==> src/rtl/lfsr_pkg.sv <==
// lfsr_pkg: shared types and helpers for the lfsr_stream generator.
// Holds the topology and FSM enums, the tap bit-reverse helper and the
// warm-up counter width helper.
package lfsr_pkg;

   typedef enum logic {
      LFSR_GALOIS    = 1'b0,
      LFSR_FIBONACCI = 1'b1
   } lfsr_mode_e;

   typedef enum logic {
      WARM = 1'b0,
      RUN  = 1'b1
   } lfsr_state_e;

   // Widest LFSR the bit-reverse helper handles.
   localparam int LFSR_MAX_W = 64;
   localparam int LFSR_IDX_W = 6;

   // Warm-up counter width: enough to hold WARMUP, never less than 1 bit.
   function automatic int lfsr_cnt_width(input int warmup);
      int w;
      w = $clog2(warmup + 1);
      return (w < 1) ? 1 : w;
   endfunction

   // Reverse the low 'width' bits of v; bits above 'width' come back zero.
   function automatic logic [LFSR_MAX_W-1:0] bitrev(input logic [LFSR_MAX_W-1:0] v,
                                                    input int width);
      logic [LFSR_MAX_W-1:0] r;
      r = '0;
      for (int i = 0; i < LFSR_MAX_W; i++) begin
         if (i < width) begin
            r[LFSR_IDX_W'(width - 1 - i)] = v[LFSR_IDX_W'(i)];
         end
      end
      return r;
   endfunction

endpackage

==> src/rtl/lfsr_step.sv <==
// lfsr_step: one combinational single-bit LFSR advance.
// Galois shifts right and folds the taps in when the LSB is set; Fibonacci
// shifts right and inserts the parity of the tapped bits at the MSB.
// In both topologies the emitted bit is the LSB before the shift.
module lfsr_step
   import lfsr_pkg::*;
#(
   parameter int               WIDTH = 16,
   parameter logic [WIDTH-1:0] TAPS  = 16'hB400,
   parameter lfsr_mode_e       MODE  = LFSR_GALOIS
) (
   input  logic [WIDTH-1:0] s,
   output logic [WIDTH-1:0] next,
   output logic             out_bit
);

   assign out_bit = s[0];

   generate
      if (MODE == LFSR_GALOIS) begin : g_galois
         // Galois: shift, then xor the polynomial in when the outgoing bit is 1.
         assign next = (s >> 1) ^ ({WIDTH{s[0]}} & TAPS);
      end else begin : g_fibonacci
         // Taps are mirrored so that x^(i+1) lines up with the shift direction.
         localparam logic [LFSR_MAX_W-1:0] TAPS_EXT = LFSR_MAX_W'(TAPS);
         localparam logic [LFSR_MAX_W-1:0] REV_EXT  = bitrev(TAPS_EXT, WIDTH);
         localparam logic [WIDTH-1:0]      TAPS_REV = REV_EXT[WIDTH-1:0];
         // Fibonacci: feedback parity enters at the MSB.
         assign next = {^(s & TAPS_REV), s[WIDTH-1:1]};
      end
   endgenerate

endmodule

==> src/rtl/lfsr_stream.sv <==
// lfsr_stream: parametrised multi-bit LFSR source with seed load, warm-up
// gating of 'valid' and all-zero lockup indication.
// Optional feature macro: LFSR_LOCKUP_RECOVER_EN (zero loads are replaced by
// SEED and 'lockup' becomes a one-cycle pulse). Without it, zero is loaded as
// given and 'lockup' is a level while the state is zero.
//
// Control: 'load' and 'en' are single-cycle strobes sampled on every rising
// clk edge with no back-pressure; 'load' wins over 'en'. 'valid' is a status
// level meaning the warm-up is over and lfsr_out/rnd_out are usable.
module lfsr_stream
   import lfsr_pkg::*;
#(
   parameter int               WIDTH  = 16,
   parameter logic [WIDTH-1:0] TAPS   = 16'hB400,
   parameter logic [WIDTH-1:0] SEED   = 16'hACE1,
   parameter lfsr_mode_e       MODE   = LFSR_GALOIS,
   parameter int               STEP   = 1,
   parameter int               WARMUP = 0
) (
   input  logic             clk,
   input  logic             rst_b,
   input  logic             en,
   input  logic             load,
   input  logic [WIDTH-1:0] load_val,
   output logic [WIDTH-1:0] lfsr_out,
   output logic [STEP-1:0]  rnd_out,
   output logic             valid,
   output logic             lockup,
   output lfsr_state_e      fsm_state
);

   localparam int          CNT_W     = lfsr_cnt_width(WARMUP);
   localparam logic [CNT_W-1:0] WARMUP_C = CNT_W'(WARMUP);
   localparam lfsr_state_e FSM_START = (WARMUP == 0) ? RUN : WARM;

   logic [WIDTH-1:0] state_q, state_d;
   logic [STEP-1:0]  rnd_q, rnd_d;
   logic [CNT_W-1:0] cnt_q, cnt_d;
   lfsr_state_e      fsm_q, fsm_d;
   logic             lock_q, lock_d;
   logic [WIDTH-1:0] load_state;

   // STEP single steps chained; chain[k] is the state before step k.
   logic [WIDTH-1:0] chain [STEP+1];
   logic [STEP-1:0]  step_bits;

   assign chain[0] = state_q;

   generate
      for (genvar k = 0; k < STEP; k++) begin : g_step
         lfsr_step #(
            .WIDTH (WIDTH),
            .TAPS  (TAPS),
            .MODE  (MODE)
         ) u_step (
            .s       (chain[k]),
            .next    (chain[k+1]),
            .out_bit (step_bits[k])
         );
      end
   endgenerate

`ifdef LFSR_LOCKUP_RECOVER_EN
   // A zero seed would lock the register; substitute the recovery seed.
   assign load_state = (load_val == '0) ? SEED : load_val;
`else
   assign load_state = load_val;
`endif

   // FSM register: WARM until the warm-up count of enabled cycles elapses.
   always_ff @(posedge clk or negedge rst_b) begin
      if (!rst_b) begin
         fsm_q <= FSM_START;
      end else begin
         fsm_q <= fsm_d;
      end
   end

   // FSM next state: load restarts warm-up; the last counted enable enters RUN.
   always_comb begin
      fsm_d = fsm_q;
      if (load) begin
         fsm_d = FSM_START;
      end else if (en && (fsm_q == WARM) && (cnt_q == CNT_W'(1))) begin
         fsm_d = RUN;
      end
   end

   // Datapath next values: state, output bits, warm-up counter, lockup flag.
   always_comb begin
      state_d = state_q;
      rnd_d   = rnd_q;
      cnt_d   = cnt_q;
      if (load) begin
         state_d = load_state;
         rnd_d   = '0;
         cnt_d   = WARMUP_C;
      end else if (en) begin
         state_d = chain[STEP];
         rnd_d   = step_bits;
         // One decrement per enabled cycle, saturating at zero.
         if (cnt_q != '0) begin
            cnt_d = cnt_q - CNT_W'(1);
         end
      end
`ifdef LFSR_LOCKUP_RECOVER_EN
      lock_d = load && (load_val == '0);
`else
      lock_d = (state_d == '0);
`endif
   end

   // Datapath registers; reset restores the seed with no partial step.
   always_ff @(posedge clk or negedge rst_b) begin
      if (!rst_b) begin
         state_q <= SEED;
         rnd_q   <= '0;
         cnt_q   <= WARMUP_C;
         lock_q  <= 1'b0;
      end else begin
         state_q <= state_d;
         rnd_q   <= rnd_d;
         cnt_q   <= cnt_d;
         lock_q  <= lock_d;
      end
   end

   assign lfsr_out  = state_q;
   assign rnd_out   = rnd_q;
   assign valid     = (fsm_q == RUN);
   assign lockup    = lock_q;
   assign fsm_state = fsm_q;

endmodule
==> config.mk <==
export PLATFORM = sky130hd
export DESIGN_NAME = lfsr_stream
export DESIGN_NICKNAME = d
export VERILOG_FILES = /design/src/rtl/lfsr_pkg.sv /design/src/rtl/lfsr_step.sv /design/src/rtl/lfsr_stream.sv
export SDC_FILE = /design/constraint.sdc
export NUM_CORES = 1
export LEC_CHECK = 0
export CORE_ASPECT_RATIO = 1.2
export CORE_MARGIN = 10
export CORE_UTILIZATION = 33
export DETAILED_ROUTE_END_ITERATION = 12
export PLACE_DENSITY = 0.66
export SKIP_CTS_REPAIR_TIMING = 1
export SYNTH_ARGS = -nofsm -noshare
export SYNTH_HDL_FRONTEND = slang
export SYNTH_SLANG_ARGS = --single-unit
==> constraint.sdc <==
create_clock -name clk -period 3.4 [get_ports clk]
set_clock_uncertainty 0.05 [all_clocks]
set_input_delay 0.34 -clock clk [delete_from_list [all_inputs] [get_ports clk]]
set_output_delay 0.34 -clock clk [all_outputs]
set_load 0.03 [all_outputs]
==> results.txt <==
----------------------------------------------------
[Synth]
  Synthesized netlist cell count ... 90
  Number of distinct library cells after synthesis ... 17
  Share of Yosys cell area claimed by the top area cell type ... 0.2789
  Count of state elements after synthesis ... 18
  Mapped Area ... 897.1 um2
  Library cell occupying the most area in the post-synthesis netlist ... sky130_fd_sc_hd__dfrtp_1
  Warning count from the yosys run ... 0
  Sequential area share after synthesis ... 0.5132
  Post-synthesis area per instance ... 9.968 um2
  Most area-consuming cells after synthesis ... sky130_fd_sc_hd__dfrtp_1 (28%), sky130_fd_sc_hd__dfstp_2 (23%), sky130_fd_sc_hd__mux2i_1 (16%), sky130_fd_sc_hd__nand2_1 (7.9%), sky130_fd_sc_hd__o21ai_1 (5.6%)

[Final layout]
  Total inserted antenna cells ... 0
  Layout cells sized above 1 ... 0.1200
  Final cell area excluding filler cells ... about 1300 um2
  Fin nets ... 146
  Fillcell total ... approximately 250
  Area growth syn-to-layout ... 45.75%

[Setup path]
  Cell count of the worst reg-to-reg path ... 5
  Register-to-register path setup slack ... ~2 ns
  FF-to-FF End ... lockup$_DFF_PN0_
  Critical Path Fanout Max ... 13
  WP data required ... roughly 3.6 ns
  Critical Path Source Type ... primary input
  Reg2reg start ... lfsr_out[8]$_DFF_PN0_
  Critical path start-end classification ... primary input to flop
  Critical path data arrival time ... 2.30 ns
  Sort of element at the end of the critical path ... flop

[Placement]
  Routability congestion estimate from global placement ... 0.7704
  Cell area reported after detailed placement ... 1271 um2
  Sum of net half-perimeters after detailed placement ... 1.935 mm
  Worst setup slack before clock tree synthesis ... between 0.9 and 1 ns
  Count of buffers from port buffering ... 37

[Hold path]
  Worst Hold Class ... primary input to async pin

[Floorplanning]
  Die Width ... 67.60 um
  Die area ... 5213 um2
  Chip height ... 77.12 um
  Starting density of the core ... 0.3481
  Boundary pin count ... 40
  Standard-cell row count ... 20
  Area inside the core boundary ... 2577 um2

[Clocking]
  Number of buffers inserted during clock tree synthesis ... 3
  CTS tree ... yes
  Largest buffer count on any clock path ... 2
  Deepest level of the CTS H-tree ... 1
  Count of clock tree sinks ... 18
  Reg clk slew, reported paths ... 0.10 ns
  Source-to-sink clock delay at the later pin of the worst-skew pair ... 0.30 ns
  Clock tree root driver cell ... sky130_fd_sc_hd__clkbuf_4

[Job]
  MaxCap Viol Count ... 0

[STA]
  Period utilization ... 0.6300
  Fin Setup TNS ... 0 ns
  Slew Viols, Final ... 0
  Max_slew headroom ... 0.4663
  Setup repair after global routing missed its margin ... no
  Fin. Hold Viols ... 0
  Least setup slack across all paths after layout ... 1.258 ns
  Maximum operating frequency ... 466.9 MHz
  Least-Margin Pin Slew ... 0.7980 ns
  Final setup violating endpoints ... 0
  Time the final worst path needs with I/O delays and setup ... 2.142 ns

[Routing]
  Detailed-router iteration count before antenna repair ... 4
  DRT Wirelength ... 2.447 mm
  Total vias in the final route ... 762
  Wire length per cell after detailed routing ... between 15 and 20 um
  Vias/cell ... between 4 and 5
  First DRT Iteration DRCs ... 24
  Final routed DRC violation total ... 0
  Antenna-violating nets left ... 0

[Global route]
  Global-route wire length before repair ... a little under 4 mm
  Number of global-route vias before repair ... 814
  All-Layer GR Usage ... 0.09784
  Pin count of the biggest net entering global routing ... 19
  GRT overflow ... 0
  Antenna violations before repair ... 0

[Power and ir drop]
  Power density over cell area ... about 440 nW/um2
  Int Power ... 390.6 uW
  Sequential cell fraction of total power ... 0.456
  Net Sw Frac ... 0.3246
  Fraction of power consumed by combinational cells ... 0.311
  Net switching power ... 187.7 uW
  Lkg Pwr ... 0.5489 nW
  Clock network fraction of total power ... 0.233
  Peak supply drop ... 211.1 uV

[Outcome]
  Result of the run ... finished clean

----------------------------------------------------
worst max path at each step:
stage                                startpoint                to  slack, ns
final                                        en  lockup$_DFF_PN0_       1.26
after global routing                         en  lockup$_DFF_PN0_       1.10
after CTS                                    en  lockup$_DFF_PN0_       1.23
after detailed placement                     en  lockup$_DFF_PN0_       0.91
after global placement                       en  lockup$_DFF_PN0_       0.99
after floorplan           lfsr_out[0]$_DFF_PN1_  lockup$_DFF_PN0_       1.91
cell families (layout without fill, tap and decap cells):
| family | count (synthesis) | in the layout | share of synthesized area |
|---|---|---|---|
| buffers and inverters | 9 | 43 | 0.06276 |
| DFF | 18 | 18 | 0.5132 |
| other | 1 | 2 | 0.004180 |
| muxes | 14 | 14 | 0.1562 |
| AOI/OAI and AO/OA | 19 | 19 | 0.1060 |
| xor gates and xnor gates | 3 | 3 | 0.02929 |
| and+or+nand+nor | 26 | 26 | 0.1283 |
worst max-delay path, stage by stage:
cell                              delay, ns
sky130_fd_sc_hd__clkdlybuf4s50_1       0.94
sky130_fd_sc_hd__mux2i_1               0.25
sky130_fd_sc_hd__o21ai_1               0.10
sky130_fd_sc_hd__nor4_1                0.34
sky130_fd_sc_hd__nand4_1               0.15
sky130_fd_sc_hd__nor4_2                0.16
metal layers:
| layer | share of wire | vias up | GRT usage |
|---|---|---|---|
| li1 | - | 373 | - |
| met1 | 0.39 | 363 | 0.1032 |
| met2 | 0.51 | 21 | 0.1638 |
| met3 | 0.063 | 5 | 0.02035 |
| met4 | 0.030 | 0 | 0.06790 |
| met5 | 0 | - | 0 |
Yosys cell counts:
master                     instances
sky130_fd_sc_hd__mux2i_1          14
sky130_fd_sc_hd__buf_2             3
sky130_fd_sc_hd__nor3_1            1
sky130_fd_sc_hd__buf_6             1
sky130_fd_sc_hd__buf_4             3
sky130_fd_sc_hd__nor4_1            2
sky130_fd_sc_hd__nand2_1          19
sky130_fd_sc_hd__xnor2_1           3
sky130_fd_sc_hd__dfstp_2           8
sky130_fd_sc_hd__o21ai_1          10
sky130_fd_sc_hd__nor2_1            2
sky130_fd_sc_hd__nand4_1           1
sky130_fd_sc_hd__o21ai_0           9
sky130_fd_sc_hd__conb_1            1
sky130_fd_sc_hd__dfrtp_1          10
sky130_fd_sc_hd__clkbuf_1          2
sky130_fd_sc_hd__nor4_2            1
per-stage QoR:
| stage | hold WS, ns | util | cells | total power, mW |
|---|---|---|---|---|
| floorplan | -0.005591 | - | 91 | 0.3681 |
| global placement | 0.4569 | 0.4932 | 154 | 0.4478 |
| detailed placement | 0.4645 | 0.4932 | 154 | 0.4494 |
| CTS | 0.4548 | 0.5073 | 158 | 0.5853 |
| global route | 0.4820 | 0.5073 | 158 | 0.6072 |
| finish | 0.4393 | 0.5073 | 158 | 0.5784 |
power groups by stage:
stage	logic [mW]	registers [mW]	clock network [mW]
5_1_grt	0.194	0.267	0.146
3_3_place_gp	0.181	0.267	0
3_5_place_dp	0.182	0.268	0
4_1_cts	0.183	0.264	0.139
2_1_floorplan	0.0655	0.303	0
6_report	0.180	0.264	0.135
sequential cells by signal, summed over array words and instances, names as in the netlist:
name / flops
rnd_out: 1
lockup: 1
lfsr_out: 16
final cells by class:
cell class / instances / area, um2 / share of cell area
Multi-Input combinational cell: 64 / 384.1 / 0.2938
Sequential cell: 18 / 460.4 / 0.3522
Clock buffer: 4 / 36.28 / 0.02775
Tap cell: 33 / 41.29 / 0.03158
Timing Repair Buffer: 39 / 385.4 / 0.2947
layout by cell type, fill, tap and decap left out:
cell type,n
sky130_fd_sc_hd__nand2_1,19
sky130_fd_sc_hd__conb_1,2
sky130_fd_sc_hd__nor3_1,1
sky130_fd_sc_hd__dfstp_2,8
sky130_fd_sc_hd__clkbuf_4,3
sky130_fd_sc_hd__clkdlybuf4s50_1,37
sky130_fd_sc_hd__o21ai_0,9
sky130_fd_sc_hd__dfrtp_1,10
sky130_fd_sc_hd__o21ai_1,10
sky130_fd_sc_hd__nand4_1,1
sky130_fd_sc_hd__nor4_1,2
sky130_fd_sc_hd__mux2i_1,14
sky130_fd_sc_hd__nor2_1,2
sky130_fd_sc_hd__xnor2_1,3
sky130_fd_sc_hd__clkbuf_8,1
sky130_fd_sc_hd__nor4_2,1
sky130_fd_sc_hd__buf_4,2
No activity file was read; power rests on OpenSTA's default activity.
